<file path="src/rtl/dmem_line_responder.sv">
// dmem_line_responder
// Memory-side responder for the pipeline MEM-stage data port. Requests are
// served from a single-entry 128-bit line buffer. A miss fills the buffer from
// the line-based physical memory. Every write merges its enabled bytes into the
// buffered line and then writes the whole line back to pmem (write-through).
//
// Ports
//   clk, reset_n      : clock (rising edge) and asynchronous active-low reset
//   mem_read/write    : MEM-stage request strobes (both high is a write)
//   mem_byte_enable   : write byte lanes, [1]=high byte, [0]=low byte
//   mem_address       : byte address; bit 0 is ignored
//   mem_wdata         : write data
//   mem_rdata         : read data, valid while mem_resp=1
//   mem_resp          : one-cycle completion pulse
//   pmem_read/write   : line read / line write request to the pmem arbiter
//   pmem_address      : line-aligned pmem address (low 4 bits zero)
//   pmem_wdata        : line write data (the buffered line)
//   pmem_rdata        : line read data, valid with pmem_resp
//   pmem_resp         : pmem completion pulse
module dmem_line_responder #(
    parameter int ADDR_WIDTH = 16,
    parameter int LINE_WIDTH = 128
) (
    input  logic                  clk,
    input  logic                  reset_n,
    input  logic                  mem_read,
    input  logic                  mem_write,
    input  logic [1:0]            mem_byte_enable,
    input  logic [ADDR_WIDTH-1:0] mem_address,
    input  logic [15:0]           mem_wdata,
    output logic [15:0]           mem_rdata,
    output logic                  mem_resp,
    output logic                  pmem_read,
    output logic                  pmem_write,
    output logic [ADDR_WIDTH-1:0] pmem_address,
    output logic [LINE_WIDTH-1:0] pmem_wdata,
    input  logic [LINE_WIDTH-1:0] pmem_rdata,
    input  logic                  pmem_resp
);

    localparam int TAG_W = ADDR_WIDTH - 4;

    localparam logic [1:0] IDLE      = 2'd0;
    localparam logic [1:0] FILL      = 2'd1;
    localparam logic [1:0] WRITEBACK = 2'd2;
    localparam logic [1:0] RESP      = 2'd3;

    logic [1:0]            state;
    logic [LINE_WIDTH-1:0] buf_data;
    logic [TAG_W-1:0]      buf_tag;
    logic                  buf_valid;

    // Request fields captured at acceptance.
    logic [TAG_W-1:0]      req_tag;
    logic [2:0]            req_idx;
    logic [1:0]            req_be;
    logic [15:0]           req_wdata;
    logic                  pend_write;

    logic                  hit;
    logic                  unused_addr_bit;

    assign unused_addr_bit = mem_address[0];
    assign hit = buf_valid && (buf_tag == mem_address[ADDR_WIDTH-1:4]);

    // Overlay the enabled bytes of a 16-bit word onto one word of a line.
    function automatic logic [LINE_WIDTH-1:0] merge_word(
        input logic [LINE_WIDTH-1:0] line,
        input logic [2:0]            idx,
        input logic [1:0]            be,
        input logic [15:0]           wdata
    );
        logic [LINE_WIDTH-1:0] r;
        r = line;
        if (be[0]) r[{idx, 4'b0000} +: 8] = wdata[7:0];
        if (be[1]) r[{idx, 4'b1000} +: 8] = wdata[15:8];
        return r;
    endfunction

    function automatic logic [15:0] pick_word(
        input logic [LINE_WIDTH-1:0] line,
        input logic [2:0]            idx
    );
        return line[{idx, 4'b0000} +: 16];
    endfunction

    always_ff @(posedge clk or negedge reset_n) begin
        if (!reset_n) begin
            state      <= IDLE;
            buf_data   <= '0;
            buf_tag    <= '0;
            buf_valid  <= 1'b0;
            req_tag    <= '0;
            req_idx    <= '0;
            req_be     <= '0;
            req_wdata  <= '0;
            pend_write <= 1'b0;
            mem_rdata  <= '0;
        end else begin
            case (state)
                IDLE: begin
                    if (mem_read || mem_write) begin
                        req_tag    <= mem_address[ADDR_WIDTH-1:4];
                        req_idx    <= mem_address[3:1];
                        req_be     <= mem_byte_enable;
                        req_wdata  <= mem_wdata;
                        pend_write <= mem_write;
                        if (!hit) begin
                            state <= FILL;
                        end else if (mem_write) begin
                            buf_data <= merge_word(buf_data, mem_address[3:1],
                                                   mem_byte_enable, mem_wdata);
                            state    <= WRITEBACK;
                        end else begin
                            mem_rdata <= pick_word(buf_data, mem_address[3:1]);
                            state     <= RESP;
                        end
                    end
                end
                FILL: begin
                    if (pmem_resp) begin
                        buf_valid <= 1'b1;
                        buf_tag   <= req_tag;
                        if (pend_write) begin
                            buf_data <= merge_word(pmem_rdata, req_idx, req_be, req_wdata);
                            state    <= WRITEBACK;
                        end else begin
                            buf_data  <= pmem_rdata;
                            mem_rdata <= pick_word(pmem_rdata, req_idx);
                            state     <= RESP;
                        end
                    end
                end
                WRITEBACK: begin
                    if (pmem_resp) state <= RESP;
                end
                RESP: begin
                    state <= IDLE;
                end
                default: state <= IDLE;
            endcase
        end
    end

    // pmem controls decode straight from state, so an asynchronous reset
    // withdraws an outstanding request in the same cycle.
    always_comb begin
        mem_resp     = (state == RESP);
        pmem_read    = (state == FILL);
        pmem_write   = (state == WRITEBACK);
        pmem_address = '0;
        pmem_wdata   = '0;
        if (state == FILL || state == WRITEBACK) begin
            pmem_address = {req_tag, 4'b0000};
        end
        if (state == WRITEBACK) begin
            pmem_wdata = buf_data;
        end
    end

endmodule

</file>
<file path="config.mk">
export PLATFORM = sky130hd
export DESIGN_NAME = dmem_line_responder
export DESIGN_NICKNAME = d
export VERILOG_FILES = /design/src/rtl/dmem_line_responder.sv
export SDC_FILE = /design/constraint.sdc
export NUM_CORES = 1
export LEC_CHECK = 0
export BUFFER_PORTS_ARGS = -buffer_cell sky130_fd_sc_hd__buf_2
export CAP_MARGIN = 20
export CELL_PAD_IN_SITES_DETAIL_PLACEMENT = 1
export CELL_PAD_IN_SITES_GLOBAL_PLACEMENT = 1
export CORE_ASPECT_RATIO = 1.25
export CORE_UTILIZATION = 42
export DETAILED_ROUTE_END_ITERATION = 10
export PLACE_DENSITY = 0.93
export REMOVE_ABC_BUFFERS = 1
export SLEW_MARGIN = 20
export SYNTH_ARGS = -nofsm -noshare
export SYNTH_HDL_FRONTEND = slang
export SYNTH_SLANG_ARGS = --single-unit
export TNS_END_PERCENT = 50
</file>
<file path="constraint.sdc">
create_clock -name clk -period 4.06 [get_ports clk]
set_input_delay 0.203 -clock clk [delete_from_list [all_inputs] [get_ports clk]]
set_output_delay 0.203 -clock clk [all_outputs]
set_load 0.02 [all_outputs]
</file>
==> summary.md <==
| Metric | Value |
|---|---|
| Status | `complete, no violations` |
| Hpwl dp | `roughly 42000 µm` |
| Post-synth EDFFs | `0` |
| Largest net degree at the start of global routing | `87` |
| Via count | `roughly 13000` |
| Core box area | `approximately 0.032 mm²` |
| Ys flop type | `dfrtp_1` |
| FF+latch count, synth | `between 150 and 200` |
| Post-Layout Inst Area | `between 0.015 and 0.02 mm²` |
| LEAKAGE | `~7.7 nW` |
| Initial core utilization | `a little over two fifths` |
| Setup violations, final | `0` |
| CTS clock-pin slew for the worst setup and hold paths | `about 0.070 ns` |
| First-pass GRT wire length | `between 80000 and 90000 µm` |
| Non-filler instance count after layout | `2045` |
| Total power | `between 10 and 15 mW` |
| Most frequent cells after synthesis | `dfrtp_1 (193), nand2_1 (184), and2_1 (141)` |
| Vias in the first global route | `approximately 14000` |
| Gr ovfl total | `0` |
| Post-Place Cells | `between 2000 and 2500` |
| Clock sinks | `193` |
| Total GRT Usage | `between 30% and 40%` |
| Max-slew violation count | `0` |
| WL per Instance | `roughly 29 µm` |
| Top cell type's share of synthesized area | `about a third` |
| Most common cell in the synthesized netlist | `dfrtp_1` |
| Hold Crit Class | `input port to register` |
| Peak Freq | `321 MHz` |
| Mapped cell area | `between 0.01 and 0.015 mm²` |
| Peak VDD IR | `0.322 mV` |
| Die width | `~160 µm` |
| CTS Buffer Depth | `2` |
| Top post-synthesis cells by area | `dfrtp_1 (35%), mux2_2 (11%), mux4_2 (11%)` |
| Drt total wl | `around 60000 µm` |
| CP required | `~4.4 ns` |
| Area growth, synth to finish | `18.9%` |
| Vias per cell | `6.56` |
| Startpoint types | `register` |
| # DRC | `0` |
| Dpl cell area | `approximately 0.016 mm²` |
| Top-Level Pins | `330` |
| Die ar. | `approximately 0.033 mm²` |
| Power per cell area | `713 mW/mm²` |
| Clk root buf | `clkbuf_16` |
| Gr busiest metal | `met2` |
| Fin crit period | `slightly above 3 ns` |
| GR Util met2 | `between 60% and 70%` |
| Initial DRT Pass Iterations | `6` |
| Worst setup EP type | `register` |
| CTS tree | `yes` |
| Max Cap Viol | `0` |
| Ys async rst share | `100%` |
| H-tree depth | `4` |
| Synth area leader | `dfrtp_1` |
| FP Rows | `73` |
| Distinct cell type count after synthesis | `59` |
| Clock skew | `0.0152 ns` |
| Die height | `between 200 and 250 µm` |
| Fin crit share | `roughly 77%` |
| Fraction of layout cells with a size suffix above 1 | `37.3%` |
| Worst-path fanout max | `20` |
| Placer Congestion | `between 0.9 and 1` |
| Met1 Track Usage GR | `41.9%` |
| Initial antenna violation count | `2` |
| Avg Synthesized Cell Area | `10.1 µm²` |
| Slew of the pin with the lowest slew margin | `between 1 and 1.5 ns` |
| Critical Path AT | `3.45 ns` |
| Sequential cell area fraction in the yosys report | `between 30% and 40%` |
| Crit Path Class | `register to register` |
| Skew-Pair Late Insertion Delay | `roughly 0.47 ns` |
| Iter 0 DRT Violations | `around 1500` |
| CTS Buf Count | `17` |
| Yosys warns | `0` |
| Antenna viol nets, final | `0` |
| Cell count after synthesis | `~1400` |
| Number of port buffers | `324` |
| GR Util met3 | `between 6 and 7%` |
| Slew headroom | `25.3%` |
| RSZ-0062 raised after global routing | `false` |
| Nets | `about 1800` |
| Final-report hold violation count | `0` |
| Post-CTS setup buffer count | `0` |
## power breakdown
group	switching (mW)	total [mW]	internal (mW)
Sequential	0.957	3.74	2.78
Clock	0.882	1.83	0.951
Combinational	3.53	6.01	2.49
Total	5.36	11.6	6.22
## critical path, stage by stage, from the launching register on
cell and delay, ns:
dfrtp_1 0.45, inv_1 0.12, ha_1 0.42, nand2_1 0.11
a21boi_1 0.29, a31oi_4 0.27, buf_4 0.32, nor2_2 0.59
mux2_2 0.41
## layout make-up
| class | count | area, µm² |
|---|---|---|
| flip-flops and latches | 193 | 4830 |
| fillers | 3633 | 15600 |
| multi-input cells | 1030 | 8330 |
| clock buffers | 19 | 443 |
| inverters | 19 | 71.3 |
| repair buffers | 356 | 1890 |
| clock inverters | 13 | 165 |
| well taps | 412 | 515 |
| diodes | 3 | 7.51 |
## worst paths after layout
check / start / slack (ns) / to / cells after the start
min in group asynchronous: reset_n / 0.38 / buf_data[90]$_DFFE_PN0P_ / 2
max: state[0]$_DFFE_PN0P_ / 0.95 / buf_data[76]$_DFFE_PN0P_ / 8
min reg2reg: buf_valid$_DFFE_PN0P_ / 0.47 / buf_valid$_DFFE_PN0P_ / 1
max in group asynchronous: reset_n / 2.64 / buf_data[63]$_DFFE_PN0P_ / 3
min: mem_address[6] / 0.02 / req_tag[2]$_DFFE_PN0P_ / 2
max reg2reg: state[0]$_DFFE_PN0P_ / 0.95 / buf_data[76]$_DFFE_PN0P_ / 8
## routing by layer
metal	part of all wire [%]	wire length, µm	up-vias
li1	-	-	5513
met1	35	21100	6622
met2	49	29100	1001
met3	8.7	5190	279
met4	7.4	4440	0
met5	0	0	-
## cells by family after synthesis
family / count (synthesis) / synth area share (%)
multiplexers: 252 / 25.5
AND/OR/NAND/NOR: 427 / 16.3
flip-flops: 193 / 35.3
AO/OA/AOI/OAI: 321 / 16.7
other: 1 / 0.0274
XOR/XNOR: 8 / 0.513
adder cells (fa/ha/maj): 18 / 1.65
buffers and inverters: 131 / 4.02
## layout by cell type (no fill, tap or decap), types with 18 or more instances in the layout
cell type,n
a22o_1,73
and2_1,141
and3_1,18
buf_2,323
buf_4,29
dfrtp_1,191
mux2_2,131
mux2i_1,57
mux4_2,64
nand2_1,184
nor2_1,25
o21ai_0,94
o22a_1,24
o22ai_1,38
## stage by stage
| stage | utilization (%) | hold WS [ns] | worst slack, ns | setup TNS [ns] |
|---|---|---|---|---|
| floorplan | - | -0.0926 | -2.36 | -297.16 |
| global placement | 49.0 | 0.306 | 1.14 | 0 |
| detailed placement | 49.0 | 0.319 | 0.979 | 0 |
| CTS | 51.0 | 0.00861 | 0.966 | 0 |
| global route | 51.0 | 0.0109 | 0.811 | 0 |
| finish | 51.0 | 0.0154 | 0.948 | 0 |
## registers in the layout, indices dropped and copies added, names as in the netlist
signal / flops
buf_data: 128
req_wdata: 16
state: 2
buf_tag: 12
req_tag: 12
req_idx: 3
buf_valid: 1
req_be: 2
mem_rdata: 16
pend_write: 1
## what timing repair did
action	in CTS	in global routing
gates resized for setup	0	0
hold endpoints to repair	84	0
endpoints found under the setup margin	0	0
hold buffers	2	0
Note: power is estimated with default switching activity, not from simulation.
